`src/rtl/bullet_collide_mp.sv`:
```
// Bullet/collision resolver for N players: per-pixel explosion and wall flags,
// plus a per-frame shooter/victim hit matrix resolved into lives, kills and game state.
module bullet_collide_mp #(
   parameter int NUM_PLAYERS   = 4,
   parameter int START_LIVES   = 3,
   parameter int LIVES_W       = 2,
   parameter int SCORE_W       = 8,
   parameter int INVULN_FRAMES = 60
) (
   input  logic                               clk_i,
   input  logic                               rst_i,
   input  logic                               frame_end_i,
   input  logic                               restart_i,
   input  logic [NUM_PLAYERS-1:0]             player_box_i,
   input  logic [NUM_PLAYERS-1:0]             player_bullet_i,
   input  logic                               all_hard_block_i,
   input  logic                               destroyable_block_i,
   output logic [NUM_PLAYERS-1:0]             bullet_explode_o,
   output logic                               bullet_collide_wall_o,
   output logic [NUM_PLAYERS-1:0]             player_hit_o,
   output logic [NUM_PLAYERS-1:0]             player_alive_o,
   output logic [NUM_PLAYERS-1:0]             player_invuln_o,
   output logic [NUM_PLAYERS*LIVES_W-1:0]     player_lives_o,
   output logic [NUM_PLAYERS*SCORE_W-1:0]     player_score_o,
   output logic                               game_over_o,
   output logic                               winner_valid_o,
   output logic [$clog2(NUM_PLAYERS)-1:0]     winner_o
);

   localparam int INVULN_W  = $clog2(INVULN_FRAMES + 1);
   localparam int PID_W     = $clog2(NUM_PLAYERS);
   localparam int SCORE_MAX = (1 << SCORE_W) - 1;

   typedef enum logic [1:0] {ST_PLAY, ST_RESOLVE, ST_OVER} state_e;

   state_e state_q, state_d;
   logic [NUM_PLAYERS-1:0][NUM_PLAYERS-1:0] hit_q, hit_d;   // [victim][shooter]
   logic [NUM_PLAYERS-1:0][NUM_PLAYERS-1:0] res_q, res_d;
   logic [NUM_PLAYERS-1:0][LIVES_W-1:0]     lives_q, lives_d;
   logic [NUM_PLAYERS-1:0][SCORE_W-1:0]     score_q, score_d;
   logic [NUM_PLAYERS-1:0][INVULN_W-1:0]    invuln_q, invuln_d;
   logic [NUM_PLAYERS-1:0]                  player_hit_q, player_hit_d;
   logic                                    game_over_q, game_over_d;
   logic                                    winner_valid_q, winner_valid_d;
   logic [PID_W-1:0]                        winner_q, winner_d;

   logic [NUM_PLAYERS-1:0]                  alive, invuln_act, tank_near;
   logic [NUM_PLAYERS-1:0][NUM_PLAYERS-1:0] new_hit;
   logic [PID_W-1:0]                        last_alive;
   int                                      kills, total, n_alive;

   always_comb begin
      for (int p = 0; p < NUM_PLAYERS; p++) begin
         alive[p]      = (lives_q[p] != '0);
         invuln_act[p] = (invuln_q[p] != '0);
      end
   end

   // A bullet never explodes on its own tank; dead tanks are transparent.
   always_comb begin
      tank_near = '0;
      new_hit   = '0;
      for (int p = 0; p < NUM_PLAYERS; p++) begin
         for (int q = 0; q < NUM_PLAYERS; q++) begin
            if (q != p) begin
               tank_near[p] = tank_near[p] | (player_box_i[q] & alive[q]);
               new_hit[p][q] = player_box_i[p] & player_bullet_i[q] & alive[p] & ~invuln_act[p];
            end
         end
      end
      bullet_explode_o = player_bullet_i & ({NUM_PLAYERS{all_hard_block_i}} | tank_near);
   end

   assign bullet_collide_wall_o = destroyable_block_i & (|player_bullet_i);

   always_comb begin
      state_d        = state_q;
      hit_d          = hit_q;
      res_d          = res_q;
      lives_d        = lives_q;
      score_d        = score_q;
      invuln_d       = invuln_q;
      player_hit_d   = '0;
      game_over_d    = game_over_q;
      winner_valid_d = winner_valid_q;
      winner_d       = winner_q;
      last_alive     = '0;
      kills          = 0;
      total          = 0;
      n_alive        = 0;
      case (state_q)
         ST_PLAY: begin
            hit_d = hit_q | new_hit;
            if (frame_end_i) begin
               res_d = hit_q | new_hit;
               hit_d = '0;
               for (int v = 0; v < NUM_PLAYERS; v++) player_hit_d[v] = |res_d[v];
               state_d = ST_RESOLVE;
            end
         end
         ST_RESOLVE: begin
            // Pixels seen here already belong to the next frame.
            hit_d = hit_q | new_hit;
            res_d = '0;
            for (int v = 0; v < NUM_PLAYERS; v++) begin
               if (|res_q[v]) begin
                  if (lives_q[v] != '0) lives_d[v] = lives_q[v] - LIVES_W'(1);
                  invuln_d[v] = INVULN_W'(INVULN_FRAMES);
               end else if (invuln_act[v]) begin
                  invuln_d[v] = invuln_q[v] - INVULN_W'(1);
               end
            end
            for (int s = 0; s < NUM_PLAYERS; s++) begin
               kills = 0;
               for (int v = 0; v < NUM_PLAYERS; v++) if (res_q[v][s]) kills++;
               total = int'(score_q[s]) + kills;
               if (total > SCORE_MAX) total = SCORE_MAX;
               score_d[s] = SCORE_W'(total);
            end
            for (int p = 0; p < NUM_PLAYERS; p++) begin
               if (lives_d[p] != '0) begin
                  n_alive++;
                  last_alive = PID_W'(p);
               end
            end
            if (n_alive <= 1) begin
               state_d        = ST_OVER;
               game_over_d    = 1'b1;
               winner_valid_d = (n_alive == 1);
               winner_d       = (n_alive == 1) ? last_alive : '0;
            end else begin
               state_d = ST_PLAY;
            end
         end
         ST_OVER: begin
            hit_d = '0;
            if (restart_i) begin
               state_d        = ST_PLAY;
               res_d          = '0;
               lives_d        = {NUM_PLAYERS{LIVES_W'(START_LIVES)}};
               score_d        = '0;
               invuln_d       = '0;
               game_over_d    = 1'b0;
               winner_valid_d = 1'b0;
               winner_d       = '0;
            end
         end
         default: state_d = ST_PLAY;
      endcase
   end

   always_ff @(posedge clk_i) begin
      if (rst_i) begin
         state_q        <= ST_PLAY;
         hit_q          <= '0;
         res_q          <= '0;
         lives_q        <= {NUM_PLAYERS{LIVES_W'(START_LIVES)}};
         score_q        <= '0;
         invuln_q       <= '0;
         player_hit_q   <= '0;
         game_over_q    <= 1'b0;
         winner_valid_q <= 1'b0;
         winner_q       <= '0;
      end else begin
         state_q        <= state_d;
         hit_q          <= hit_d;
         res_q          <= res_d;
         lives_q        <= lives_d;
         score_q        <= score_d;
         invuln_q       <= invuln_d;
         player_hit_q   <= player_hit_d;
         game_over_q    <= game_over_d;
         winner_valid_q <= winner_valid_d;
         winner_q       <= winner_d;
      end
   end

   assign player_hit_o    = player_hit_q;
   assign player_alive_o  = alive;
   assign player_invuln_o = invuln_act;
   assign player_lives_o  = lives_q;
   assign player_score_o  = score_q;
   assign game_over_o     = game_over_q;
   assign winner_valid_o  = winner_valid_q;
   assign winner_o        = winner_q;

endmodule

```
`config.mk`:
```
export PLATFORM = sky130hd
export DESIGN_NAME = bullet_collide_mp
export DESIGN_NICKNAME = d
export VERILOG_FILES = /design/src/rtl/bullet_collide_mp.sv
export SDC_FILE = /design/constraint.sdc
export NUM_CORES = 1
export LEC_CHECK = 0
export ABC_AREA = 1
export CORE_ASPECT_RATIO = 0.9
export CORE_UTILIZATION = 56
export CTS_CLUSTER_DIAMETER = 120
export DETAILED_ROUTE_END_ITERATION = 8
export PLACE_DENSITY = 0.84
export SETUP_SLACK_MARGIN = 0.05
export SLEW_MARGIN = 20
export SYNTH_ARGS = -nofsm -noshare
export SYNTH_HDL_FRONTEND = slang
export SYNTH_SLANG_ARGS = --single-unit
export TNS_END_PERCENT = 5
```
`constraint.sdc`:
```
create_clock -name clk_i -period 3.3 [get_ports clk_i]
set_clock_uncertainty 0.05 [all_clocks]
set_input_delay 0.66 -clock clk_i [delete_from_list [all_inputs] [get_ports clk_i]]
set_output_delay 0.66 -clock clk_i [all_outputs]
set_load 0.02 [all_outputs]
```
==> Word level (Yosys, flattened, before mapping) <==
Cells that the tools add are included.
{ "totals": {"in_bits": 14, "out_inout_bits": 61, "ff_bits": 106, "word_cells": 247} }
{ "classes": {"n_reduce_logical": 33, "n_addsub": 27, "mux": 90, "eq_ne": 10, "bitwise_logic": 57, "n_lt_le_gt_ge": 5} }
{ "op_table": {"columns": ["op", "count"], "rows": [
  ["$mux W32", 36],
  ["$add A32 B2 Y32 const B", 15],
  ["$add A9 B32 Y32", 4],
  ["$gt A32 B9 Y1 const B", 4],
  ["$pmux W16 S3", 2],
  ["$pmux W32 S2", 1],
  ["$mux W16", 3],
  ["$mux W6", 8],
  ["$pmux W24 S2", 1],
  ["$and A1 B1 Y1", 41],
  ["$mux W8", 5],
  ["$mux W2", 19],
  ["$reduce_or A4 Y1", 9],
  ["$eq A32 B2 Y1 const B", 1],
  ["$le A32 B2 Y1 const B", 1],
  ["$mux W24", 1],
  ["$reduce_bool A6 Y1", 4],
  ["$sub A6 B1 Y6 const B", 4],
  ["$reduce_and A3 Y1", 6],
  ["$reduce_bool A2 Y1", 9],
  ["$or A16 B15 Y16", 1],
  ["$pmux W8 S2", 1],
  ["$ne A3 B3 Y1 const B", 4],
  ["$mux W1", 9],
  ["15 further kinds", 33]
]} }

==> Depth between registers and ports, before layout <==
{ "depth": {"word_depth": 20, "ltp_mapped": 22} }

==> Worst setup path before layout <==
OpenSTA, ideal clock, no wires.
{ "synth_path": {"path_type": "register to register", "from": "register res_q[0] (netlist name)", "to": "register score_q, in the netlist player_score_o[0]", "path_buffers": 1, "slack_ns": 0.245, "arrival_ns": 2.934, "path_stages_with_launch": 17, "cell_sequence": "dfxtp_1 > buf_6 > inv_1 > ha_1 > xor2_1 > ha_1 > inv_1 > o21ai_0 > inv_1 > fa_1 > o21ai_0 > nand2_1 > nor2_1 > nand3_1 > inv_1 > o21ai_0 > a21oi_1"} }
{ "synth_between": {"elab_chain_cells": 15} }
{ "synth_lines": {"columns": ["item", "line", "text"], "rows": [
  ["from (decl)", "38", "logic [NUM_PLAYERS-1:0][NUM_PLAYERS-1:0] res_q, res_d;"],
  ["from (signal assigned)", "167", "res_q <= res_d;"],
  ["$mux W1 *", "115", "for (int v = 0; v < NUM_PLAYERS; v++) if (res_q[v][s]) kills++;"],
  ["$mux W32 *", "91", "case (state_q)"],
  ["$add A32 B2 Y32", "115", null],
  ["$mux W32 *", "115", null],
  ["$mux W32 *", "91", null],
  ["$add A32 B2 Y32", "115", null],
  ["$mux W32 *", "115", null],
  ["$mux W32 *", "91", null],
  ["$add A32 B2 Y32", "115", null],
  ["$mux W32 *", "115", null],
  ["$mux W32 *", "91", null],
  ["$add A9 B32 Y32 *", "116", "total = int'(score_q[s]) + kills;"],
  ["$gt A32 B9 Y1", "117", "if (total > SCORE_MAX) total = SCORE_MAX;"],
  ["$mux W8 *", "117", null],
  ["$pmux W32 S2 *", "91", null],
  ["to (signal assigned)", "169", "score_q <= score_d;"],
  ["to (decl)", "40", "logic [NUM_PLAYERS-1:0][SCORE_W-1:0] score_q, score_d;"]
]} }
Every way passes the cells marked *; elsewhere a longest branch is shown, timed or not. The select of a mux whose other input is x is not followed.
A chain may end at the register's enable or synchronous reset.

==> Final worst setup path <==
{ "layout_path": {"from": "register res_q[0] (netlist name)", "to": "register winner_q[1] (netlist: winner_o[1])"} }
{ "layout_between": {"elab_chain_cells": 19} }
{ "layout_lines": {"columns": ["item", "line", "text"], "rows": [
  ["$reduce_or A4 Y1 *", "106", "if (|res_q[v]) begin"],
  ["$mux W2 *", "106", null],
  ["$mux W2 *", "91", null],
  ["$reduce_bool A2 Y1 *", "121", "if (lives_d[p] != '0) begin"],
  ["$mux W1 *", "121", null],
  ["$mux W32 *", "91", null],
  ["$add A32 B2 Y32", "122", "n_alive++;"],
  ["$mux W32 *", "121", null],
  ["$mux W32 *", "91", null],
  ["$add A32 B2 Y32", "122", null],
  ["$mux W32 *", "121", null],
  ["$mux W32 *", "91", null],
  ["$add A32 B2 Y32", "122", null],
  ["$mux W32 *", "121", null],
  ["$mux W32 *", "91", null],
  ["branches (longest 4 deep; another with $le A32 B2 Y1)", null, null],
  ["to (signal assigned)", "174", "winner_q <= winner_d;"],
  ["to (decl)", "45", "logic [PID_W-1:0] winner_q, winner_d;"]
]} }
Every way passes the cells marked *. The select of a mux whose other input is x is not followed.

==> impl_metrics.py <==
metrics = {
    "run_status": {
        "status": "complete, no violations",
    },
    "global_route": {
        "antenna_found_initial": 0,
        "gr-total-overflow": 0,
        "grt_max_degree": 36,
        "grt_pass1_wl_mm": 23.8,
        "grt_usage": 0.271,
        "grt_pass1_vias": 5285,
    },
    "routing": {
        "routed_wirelength_mm": 14.3,
        "drtPass1Iterations": 6,
        "drtIter0Drc": 427,
        "wl_per_cell_um": 13.4,
        "vias": 5848,
        "drc": 0,
        "detail_route.vias_per_cell": 5.49,
        "ant_nets": 0,
    },
    "critical_path": {
        "crit_fanout": 6,
        "critPathArrivalTime_ns": 3.29,
        "cpMaxStageDelayCell": "ha_1",
        "path_buf_inv": 5,
        "crit_required_ns": 3.53,
        "path_cells": "inv_1 > buf_4 > ha_1 > nand2_1 > nor2_2 > nand2_1 > nand2_2 > inv_1 > ha_1 > nand3b_1 > nand2_1 > inv_1 > ha_1 > or2_2 > nand2_1 > nand2_1 > inv_1 > nand3_1 > a21oi_1",
        "regToRegEndpoint": "winner_o[1]$_SDFFE_PP0P_",
        "cpPeakStageDelay_ns": 0.32,
        "path_delay_family": "simple AND/OR/NAND/NOR gates",
        "crit_path_frequent_cell": "nand2_1",
        "end_kind": "register",
        "timing.rr.start": "res_q[0]$_SDFFE_PP0P_",
        "critPathKind": "reg2reg",
        "rrSetupSlack_ns": 0.23,
        "reg2reg_depth": 19,
        "worstSetupStartpointType": "register",
    },
    "floorplanning": {
        "initial_utilization": 0.576,
        "die_w_um": 110,
        "io-pin-count": 75,
        "core-area_sq_um": 10200,
        "num_rows": 35,
        "die_h_um": 99.4,
        "dieArea_sq_um": 11000,
    },
    "power_and_ir_drop": {
        "leakagePower_nw": 3.03,
        "p_per_area_nw_per_um2": 612,
        "ir_worst_vdd_uv": 542,
    },
    "logic_synthesis": {
        "synthSimpleGateAreaFrac": 0.251,
        "ys_warn_count": 0,
        "yosysSeqAreaShare": 0.336,
        "avgSynthCellArea_sq_um": 6.88,
        "ys_top_cells_by_area": "dfxtp_1, nand2_1, ha_1",
        "synth_compound_area_frac": 0.185,
        "synth_cells": 858,
        "synthDistinctLibCells": 39,
        "synth_mux_area_frac": 0,
        "synthXorXnorAreaFrac": 0.0371,
        "yosys_register_bits": 99,
        "synth_top_family_by_area": "simple AND/OR/NAND/NOR gates",
        "yosys.area.top_type_share": 0.336,
        "synth_area_sq_um": 5910,
        "yosys.area.top_type": "dfxtp_1",
        "synth_adder_area_share": 0.100,
    },
    "cells_and_area": {
        "final_common_cell": "nand2_1",
        "final_nets": 991,
        "finalInstanceArea_sq_um": 7180,
        "area_delta_synth_final_pct": 21.6,
        "final_cell_mix": "nand2_1, inv_1, dfxtp_1",
        "antenna_cells": 0,
        "drive_gt1_frac": 0.0598,
    },
    "clock_network": {
        "tritoncts": "built",
        "cts_buffer_depth": 2,
        "path_clk_slew_ns": 0.07,
        "clkLatencyLatePin_ns": 0.35,
        "cts.sinks": 99,
        "ctsRootBufferMaster": "clkbuf_16",
        "numCtsBuffers": 9,
        "cts_max_level": 3,
    },
    "min_path": {
        "min_path_cells": 2,
        "hold-path-endpoint": "invuln_q[7]$_SDFFE_PP0P_",
        "min_from": "invuln_q[7]$_SDFFE_PP0P_",
        "hold_class": "reg2reg",
    },
    "flow_run": {
        "cap_violations": 0,
    },
    "timing": {
        "drv_slew": 0,
        "rsz0062_at_grt": "true",
        "fin_crit_sh": 0.929,
        "clock.fmax_mhz": 326,
        "worst_pin_slew_ns": 0.620,
        "tns_ns": 0,
        "holdWs_ns": 0.416,
        "worst_slew_margin_rel": 0.587,
        "hold_violations": 0,
        "setup_violations": 0,
        "min_period_ns": 3.07,
    },
    "placed_design": {
        "io_buffer_count": 74,
        "postPlaceCellArea_sq_um": 6780,
        "dp_hpwl_mm": 10.4,
        "place_congestion": 0.902,
    },
}
[metrics by stage]
step           worst slack [ns]   util  total power, mW  std cells
2_1_floorplan             0.245      -             2.65        861
3_3_place_gp             0.0772  0.662             3.14       1050
3_5_place_dp             0.0342  0.662             3.15       1050
4_1_cts                  0.0405  0.695             4.37       1066
5_1_grt                  0.0392  0.701             4.68       1066
6_report                  0.235  0.701             4.40       1066
[cell families after synthesis]
group,count (synthesis)
compound gates,196
xor+xnor,25
fa+ha+maj,45
buf+inv,138
flops,99
other cells,1
simple gates,354
[cell type report]
cell class	instances	area (sq um)
multi-input cells	624	3460
repair buffers	84	811
fillers	863	3060
clock buffers	11	233
inverters	114	428
well taps	129	161
clock inverters	5	108
flip-flops and latches	99	1990
[cells in the mapped netlist]
master / instances
nand2_1: 215
inv_1: 110
dfxtp_1: 99
a21oi_1: 90
o21ai_0: 56
nor2_1: 55
nand3_1: 54
ha_1: 41
a31oi_1: 18
clkbuf_1: 17
xor2_1: 15
a211oi_1: 13
nand4_1: 10
xnor2_1: 10
o211ai_1: 7
nor3_1: 6
buf_2: 5
fa_1: 4
inv_2: 3
nor4_1: 3
o21a_1: 3
o31ai_1: 3
a22oi_1: 2
nor2_4: 2
or2_0: 2
or2_2: 2
a21oi_4: 1
buf_4: 1
buf_6: 1
clkinv_1: 1
conb_1: 1
nand2_2: 1
nand2_4: 1
nand3b_1: 1
o21ai_2: 1
o22ai_1: 1
o2bb2ai_1: 1
or2_1: 1
or3_1: 1
[state kept, by name (all words and copies together), names as in the netlist]
register / cells
invuln_q: 24
game_over_o: 1
state_q: 2
player_score_o: 32
winner_o: 2
hit_q: 12
winner_valid_o: 1
res_q: 13
player_hit_o: 4
player_lives_o: 8
[where the power goes]
| group | switching [mW] | total [mW] | leakage, nW | internal (mW) |
|---|---|---|---|---|
| Clock | 0.462 | 1.21 | 0.165 | 0.748 |
| Sequential | 0.139 | 1.50 | 0.806 | 1.36 |
| Combinational | 1.07 | 1.69 | 2.06 | 0.617 |
[worst max-delay path by stage]
stage                          startpoint                               to  slack, ns  cells past startpoint
finish              res_q[0]$_SDFFE_PP0P_         winner_o[1]$_SDFFE_PP0P_       0.23                     19
global route        res_q[0]$_SDFFE_PP0P_  player_score_o[13]$_SDFFE_PP0P_       0.04                     19
CTS                 res_q[7]$_SDFFE_PP0P_  player_score_o[27]$_SDFFE_PP0P_       0.04                     17
detailed placement  res_q[2]$_SDFFE_PP0P_  player_score_o[21]$_SDFFE_PP0P_       0.03                     17
global placement    res_q[2]$_SDFFE_PP0P_  player_score_o[21]$_SDFFE_PP0P_       0.08                     17
floorplan           res_q[0]$_SDFFE_PP0P_   player_score_o[0]$_SDFFE_PP0P_       0.25                     16
[tightest hold or removal path: stages (launching register included)]
cell and delay (ns):
dfxtp_1 0.31, nand2_1 0.06, a21oi_1 0.05
[metal layers]
layer	routed length, um	track usage	vias up
met1	6760	0.367	2666
met5	0	0	-
li1	-	-	2978
met3	784	0.0518	21
met4	282	0.0982	0
met2	6450	0.429	183
[what timing repair did]
| action | 4_1_cts | 5_1_grt |
|---|---|---|
| endpoints found under the setup margin | 7 | 33 |
| hold buffers | 0 | 0 |
| resized for setup | 1 | 26 |
| buffers inserted | 0 | 0 |
| endpoints found under the hold margin | 0 | 0 |
No activity file was read; power rests on OpenSTA's default activity.
